==> src/rtl/sum_window_pkg.sv <==
// Shared types and defaults for the windowed sum/min/max statistics stage.
package sum_window_pkg;

    typedef enum logic {
        ACCUM = 1'b0,
        HOLD  = 1'b1
    } state_t;

    localparam int DEF_DATA_W = 8;
    localparam int DEF_WIN    = 16;
    localparam int DEF_ACC_W  = 12;

    // Ceiling log2, usable in constant expressions.
    function automatic int clog2(input int value);
        int r;
        int v;
        r = 0;
        v = value - 1;
        while (v > 0) begin
            r = r + 1;
            v = v >> 1;
        end
        return r;
    endfunction

endpackage

==> src/rtl/sum_window_accum_minmax.sv <==
// Running unsigned min/max tracker. Exposes both the registered values and the
// values that would result from folding in the current sample.
module minmax_track #(
    parameter int DATA_W = 8
) (
    input  logic              clk,
    input  logic              rst_n,
    input  logic              init,
    input  logic              update,
    input  logic [DATA_W-1:0] data,
    output logic [DATA_W-1:0] min_val,
    output logic [DATA_W-1:0] max_val,
    output logic [DATA_W-1:0] min_next,
    output logic [DATA_W-1:0] max_next
);

    logic [DATA_W-1:0] min_reg;
    logic [DATA_W-1:0] max_reg;

    always_comb begin
        min_next = (data < min_reg) ? data : min_reg;
        max_next = (data > max_reg) ? data : max_reg;
    end

    // init wins over update so a window boundary always starts clean.
    always_ff @(posedge clk or negedge rst_n) begin
        if (!rst_n) begin
            min_reg <= '1;
            max_reg <= '0;
        end else if (init) begin
            min_reg <= '1;
            max_reg <= '0;
        end else if (update) begin
            min_reg <= min_next;
            max_reg <= max_next;
        end
    end

    assign min_val = min_reg;
    assign max_val = max_reg;

endmodule

==> src/rtl/sum_window_accum.sv <==
// Accumulates WIN adder sums per window and presents total/min/max to the
// next stage, holding the result until it is accepted.
module sum_window_accum
    import sum_window_pkg::*;
#(
    parameter int DATA_W = DEF_DATA_W,
    parameter int WIN    = DEF_WIN,
    parameter int ACC_W  = DEF_ACC_W
) (
    input  logic              clk,
    input  logic              rst_n,
    input  logic              clear,
    input  logic              in_valid,
    output logic              in_ready,
    input  logic [DATA_W-1:0] in_data,
    output logic              out_valid,
    input  logic              out_ready,
    output logic [ACC_W-1:0]  out_sum,
    output logic [DATA_W-1:0] out_min,
    output logic [DATA_W-1:0] out_max,
    output logic [7:0]        win_cnt
);

    generate
        if (ACC_W < DATA_W + clog2(WIN)) begin : g_bad_acc_w
            $error("sum_window_accum: ACC_W too narrow for DATA_W and WIN");
        end
        if (WIN < 2 || WIN > 256) begin : g_bad_win
            $error("sum_window_accum: WIN out of range 2..256");
        end
    endgenerate

    localparam logic [7:0] LAST_CNT = 8'(WIN - 1);

    state_t            state_reg;
    logic [ACC_W-1:0]  acc_reg;
    logic [ACC_W-1:0]  acc_next;
    logic [7:0]        cnt_reg;
    logic [ACC_W-1:0]  out_sum_reg;
    logic [DATA_W-1:0] out_min_reg;
    logic [DATA_W-1:0] out_max_reg;

    logic              in_xfer;
    logic              win_done;
    logic              mm_init;
    logic              mm_update;
    logic [DATA_W-1:0] run_min;
    logic [DATA_W-1:0] run_max;
    logic [DATA_W-1:0] min_next;
    logic [DATA_W-1:0] max_next;

    assign in_ready  = (state_reg == ACCUM);
    assign out_valid = (state_reg == HOLD);

    assign in_xfer   = in_valid & in_ready;
    assign win_done  = in_xfer & (cnt_reg == LAST_CNT);
    assign acc_next  = acc_reg + ACC_W'(in_data);

    // A sample that coincides with clear is dropped, so clear also blocks update.
    assign mm_init   = clear | win_done;
    assign mm_update = in_xfer & ~clear;

    minmax_track #(
        .DATA_W (DATA_W)
    ) u_minmax (
        .clk      (clk),
        .rst_n    (rst_n),
        .init     (mm_init),
        .update   (mm_update),
        .data     (in_data),
        .min_val  (run_min),
        .max_val  (run_max),
        .min_next (min_next),
        .max_next (max_next)
    );

    always_ff @(posedge clk or negedge rst_n) begin
        if (!rst_n) begin
            state_reg   <= ACCUM;
            acc_reg     <= '0;
            cnt_reg     <= '0;
            out_sum_reg <= '0;
            out_min_reg <= '1;
            out_max_reg <= '0;
        end else if (clear) begin
            // Abort: result registers keep their last value on purpose.
            state_reg <= ACCUM;
            acc_reg   <= '0;
            cnt_reg   <= '0;
        end else begin
            case (state_reg)
                ACCUM: begin
                    if (win_done) begin
                        out_sum_reg <= acc_next;
                        out_min_reg <= min_next;
                        out_max_reg <= max_next;
                        acc_reg     <= '0;
                        cnt_reg     <= '0;
                        state_reg   <= HOLD;
                    end else if (in_xfer) begin
                        acc_reg <= acc_next;
                        cnt_reg <= cnt_reg + 8'd1;
                    end
                end
                HOLD: begin
                    if (out_ready) begin
                        state_reg <= ACCUM;
                    end
                end
                default: state_reg <= ACCUM;
            endcase
        end
    end

    assign out_sum = out_sum_reg;
    assign out_min = out_min_reg;
    assign out_max = out_max_reg;
    assign win_cnt = cnt_reg;

endmodule

==> config.mk <==
export PLATFORM = sky130hd
export DESIGN_NAME = sum_window_accum
export DESIGN_NICKNAME = d
export VERILOG_FILES = /design/src/rtl/sum_window_pkg.sv /design/src/rtl/sum_window_accum_minmax.sv /design/src/rtl/sum_window_accum.sv
export SDC_FILE = /design/constraint.sdc
export NUM_CORES = 1
export LEC_CHECK = 0
export CORE_ASPECT_RATIO = 0.8
export CORE_MARGIN = 5
export CORE_UTILIZATION = 51
export DETAILED_ROUTE_END_ITERATION = 12
export GPL_ROUTABILITY_DRIVEN = 0
export PLACE_DENSITY = 0.73
export SYNTH_ARGS = -nofsm -noshare
export SYNTH_HDL_FRONTEND = slang
export SYNTH_SLANG_ARGS = --single-unit
==> constraint.sdc <==
create_clock -name clk -period 2.7 [get_ports clk]
set_input_delay 0.81 -clock clk [delete_from_list [all_inputs] [get_ports clk]]
set_output_delay 0.81 -clock clk [all_outputs]
set_load 0.05 [all_outputs]
Yosys cells after proc, flatten, opt, wreduce, memory -nomap -nowiden
Cells that the tools add are included.
- register bits: 65
- bits of input ports: 13
- output and inout bits: 38
- logic and storage cells: 42
- $add $sub $neg: 2
- order comparisons: 2
- equal/unequal tests: 2
- mux-type cells: 18
- bitwise gates (word level): 6
- reductions and logical operators: 4
- operators by type and width (kind ; number):
    $mux 8 ; 10
    $mux 12 ; 4
    $add 12x8->12 ; 1
    $add 8x1->8 const B ; 1
    $eq 8x4->1 const B ; 1
    $gt 8x8->1 ; 1
    $lt 8x8->1 ; 1
    $and 1x1->1 ; 3
    $mux 1 ; 3
    $reduce_and 3->1 ; 1
    $reduce_bool 3->1 ; 1
    $ne 2x2->1 const B ; 1
    $not 1->1 ; 2
    $pmux 1 s2 ; 1
    $reduce_and 2->1 ; 1
    $reduce_bool 2->1 ; 1
    $or 1x1->1 ; 1

Logic depth before layout (Yosys ltp)
- depth after elaboration: 6
- depth in mapped cells: 9
- mapped depth without buffers: 9

Hierarchy
A second synthesis with hierarchy kept.
- cells, all modules: 385
- area, all modules: 3629.7 sq um
- by module, submodules not included (module ; times used ; cells an instance ; area each (sq um) ; seq. area each (sq um)):
    sum_window_accum ; 1 ; 244 ; 2336.0 ; 1236.2
    minmax_track ; 1 ; 141 ; 1293.7 ; 410.4

Worst setup path before layout
No wires, ideal clock.
- kind: input-to-reg
- start point: input in_data[1]
- end point: register u_minmax.max_reg[0], in the netlist u_minmax.max_val[0]
- library setup time: 121 ps
- data arrival time: 2446 ps
- required time: 2579 ps
- setup slack: 133 ps
- stages: 8
- path buffers: 1
- cells stage by stage: ha_1 -> nor2b_1 -> o211ai_1 -> a21oi_1 -> o21ai_0 -> buf_1 -> nor2_1 -> a22o_1
- cells in the longest elaborated chain, start to end: 4
- RTL lines (what ; line ; RTL):
    from (decl) ; sum_window_accum.sv:15 ; input logic [DATA_W-1:0] in_data,
    $gt 8x8->1 ; sum_window_accum_minmax.sv:22 ; max_next = (data > max_reg) ? data : max_reg;
    $mux 8 ; sum_window_accum_minmax.sv:22 ;
    $mux 8 ; sum_window_accum_minmax.sv:33 ; end else if (update) begin
    $mux 8 ; sum_window_accum_minmax.sv:30 ; end else if (init) begin
    to (signal assigned) ; sum_window_accum_minmax.sv:35 ; max_reg <= max_next;
    to (decl) ; sum_window_accum_minmax.sv:18 ; logic [DATA_W-1:0] max_reg;
No other way between the ends. The select of a mux whose other input is x is not followed.
A chain may end at the register's enable or synchronous reset.

Worst setup path after layout
- start point: input in_data[7]
- end point: register out_max_reg[1], in the netlist out_max[1]
- cells in the longest elaborated chain, start to end: 2
- RTL lines (what ; line ; RTL):
    $gt 8x8->1 ; sum_window_accum_minmax.sv:22 ;
    $mux 8 ; sum_window_accum_minmax.sv:22 ;
    to (signal assigned) ; sum_window_accum.sv:96 ; out_max_reg <= max_next;
    to (decl) ; sum_window_accum.sv:41 ; logic [DATA_W-1:0] out_max_reg;
No other way between the ends.

==> results.tsv <==
stage	metric	value	unit
critical_path	crit_path_end_kind	flop	
routing	drtAntennaViolNets	0	
power_and_ir_drop	power_density	529	nW/um^2
routing	vias	3202	
timing	tightestPinTransition	0.535	ns
job	cap_violations	0	
clocking	clk_path_buf_depth	2	
clocking	clock_sinks	65	
timing	period_needed	2.57	ns
yosys	synth_top_cell_area_share	33.6	%
timing	timing.final.crit_share	95.3	%
floorplanning	fp.dieW	105	microns
place	portBuffers	50	
finish	fillers	530	
critical_path	r2r_setup_slack	0.31	ns
critical_path	rr_worst_depth	7	
yosys	ys_warn_count	0	
power_and_ir_drop	vdd.ir_drop.worst	0.293	mV
yosys	synth_seq_cells	65	
power_and_ir_drop	power	2.57	mW
clocking	clk_pin_slew_worst_paths	0.07	ns
routing	wl	9290	microns
yosys	ys_async_sr_fraction	100	%
critical_path	cp.required	2.92	ns
yosys	synth_top_area_cell	dfrtp_1	
floorplanning	coreArea	6930	sq um
routing	first_iter_violations	192	
timing	relSlewSlack	64.2	%
critical_path	worstPathArrival	2.80	ns
grt	grt_pass1_wl	16100	microns
routing	dr.pass1.iters	4	
grt	gr-usage-all-layers	22.0	%
critical_path	path_max_fanout	4	
grt	grt_max_degree	66	
clocking	numCtsBuffers	9	
yosys	synth.most_common_cell	dfrtp_1	
timing	rsz0062_at_grt	false	
place	pre_cts_slack	-0.420	ns
finish	antenna_cells	0	
yosys	netlist_top_cells_count	49 x dfrtp_1, 33 x nand2_1, 30 x a21oi_1, 30 x nor2_1, 24 x ha_1	
critical_path	regToRegStartpoint	win_cnt[0]	
place	dpl-instance-area	4630	sq um
clocking	cts_max_level	3	
yosys	synth_nets	415	
timing	drv_slew	0	
critical_path	path_buf_inv	2	
finish	nNetsFinal	518	
worst_hold_path	hold_class	in2async	
clocking	clockRootBuffer	clkbuf_8	
clocking	cts_tree	built	
timing	clock.fmax	0.389	GHz
yosys	synth_edf_count	0	
timing	setup_viol	0	
clocking	clk_latency	0.34	ns
yosys	syn-instance-count	377	
outcome	outcome	complete, no violations	
critical_path	start_kind	input port	
grt	antenna_found_initial	0	
finish	stdcell_area	4870	sq um
yosys	yosys-top-cells-area	dfrtp_1 34%, dfstp_2 12%, ha_1 8.2%, a21oi_1 4.1%, nand2_1 3.4%	
floorplanning	die_h	85.6	microns
timing	fin_tns_setup	0	ns
floorplanning	start_util	52.6	%
grt	grt_pass1_vias	3295	
place	dp.cells	556	
yosys	synth.distinct_cells	51	
critical_path	slowest_delay	0.48	ns
critical_path	crit_family	buffers and inverters	
floorplanning	die_area	8950	sq um
critical_path	slowest_stage	clkdlybuf4s50_1	
yosys	synth_area	3640	sq um
grt	grt_overflow_total	0	
power_and_ir_drop	p_leak	2.26	nW
yosys	syn_area_per_cell	9.67	sq um
routing	wl_per_cell	16.2	microns
floorplanning	fp-row-count	27	
place	dp_hpwl	6800	microns
floorplanning	io_pins	51	
critical_path	crit_chain	clkdlybuf4s50_1 -> ha_1 -> nand4_1 -> or2_2 -> o21ai_0 -> buf_4 -> mux2i_1 -> a21oi_1	
yosys	synth_top_flop_cell	dfrtp_1	
critical_path	critPathKind	in2reg	
routing	drc	0	
finish	drive_gt1_share	20.2	%
timing	skew	0.00909	ns
routing	vias_per_cell	5.60	
critical_path	r2r_end	out_min[3]	
yosys	seq_area_frac_synth	45.2	%
finish	final_cells	572	
timing	hold_viol	0	
timing	layout_setup_ws	0.127	ns
finish	area_delta_synth_final	33.6	%
what timing repair did:
item                       CTS  global route
hold buffers                 0             0
setup endpoints to repair    9            29
buffers inserted             0             0
gates resized for setup      3             9
pin swaps                    0             2
cloned                       0             0
routing by layer:
metal | vias up | GRT usage [%] | part of all wire [%]
met5 | - | 0 | 0
met3 | 9 | 6.17 | 4.9
met1 | 1537 | 28.6 | 46
met2 | 85 | 36.1 | 49
li1 | 1571 | - | -
met4 | 0 | 6.24 | 0.75
placed cells by master, fill, tap and decap left out, types with 2 or more instances in the layout:
master	synthesis	layout
nor2b_1	4	3
dfstp_2	16	16
nand3_1	3	3
dfrtp_1	49	49
o32a_1	4	4
a21oi_2	2	3
nand2_1	33	33
and2_0	2	2
or2_2	2	2
xor2_1	9	9
a22o_1	12	12
clkdlybuf4s50_1	0	43
mux2_2	2	2
ha_1	24	23
o21bai_1	5	5
xnor2_1	7	7
a211oi_1	7	7
mux2i_1	9	9
nor2_1	30	30
or3_1	3	3
o31ai_1	2	2
dlymetal6s2s_1	0	3
a31oi_1	2	2
nor4_1	9	9
buf_4	0	54
a21oi_1	30	29
clkinvlp_4	0	2
o21ai_0	18	17
a221o_1	4	4
nand2b_1	6	6
clkbuf_8	0	10
inv_1	20	20
a21o_1	7	7
nand4_1	4	4
buf_12	0	2
o21ai_1	1	2
nor3_1	21	21
dlygate4sd2_1	0	3
bufinv_16	0	2
where the power goes:
part	total, mW	leakage [nW]	switching, mW	internal, mW
registers	1.07	0.838	0.0367	1.03
logic	0.586	1.32	0.321	0.265
clock network	0.919	0.103	0.377	0.542
kinds of logic (layout without fill, tap and decap cells):
logic type,Yosys count,after routing,share of synthesized area (%)
flops,65,65,45.2
compound gates,102,102,18.8
fa+ha+maj,25,25,8.79
simple gates,124,124,16.5
xor+xnor,16,16,3.84
mux,11,11,3.09
buf+inv,34,142,3.81
per-stage QoR:
stage / hold WS [ns] / utilization, %
after floorplan: 0.454 / -
final: 0.473 / 70.3
after CTS: 0.474 / 70.0
after detailed placement: 0.466 / 66.9
after global placement: 0.457 / 66.9
after global routing: 0.484 / 70.3
layout make-up:
class,count,area (sq um),share of cell area [%]
Clock buffer,11,141,2.90
Clock inverter,5,78.8,1.62
Inverter,20,75.1,1.54
Multi-Input combinational cell,278,1870,38.5
Sequential cell,65,1650,33.8
Tap cell,87,109,2.24
Timing Repair Buffer,106,945,19.4
worst max path at each step:
stage	from	end	slack, ns	cells after the start
3_3_place_gp	in_data[5]	u_minmax.min_val[2]	-0.39	8
5_1_grt	in_data[7]	out_max[1]	0.02	8
6_report	in_data[7]	out_max[1]	0.13	8
2_1_floorplan	in_data[1]	u_minmax.max_val[0]	0.13	8
3_5_place_dp	in_data[5]	u_minmax.min_val[0]	-0.42	8
4_1_cts	in_data[6]	u_minmax.min_val[3]	0.03	8
Note: power is estimated with default switching activity, not from simulation.
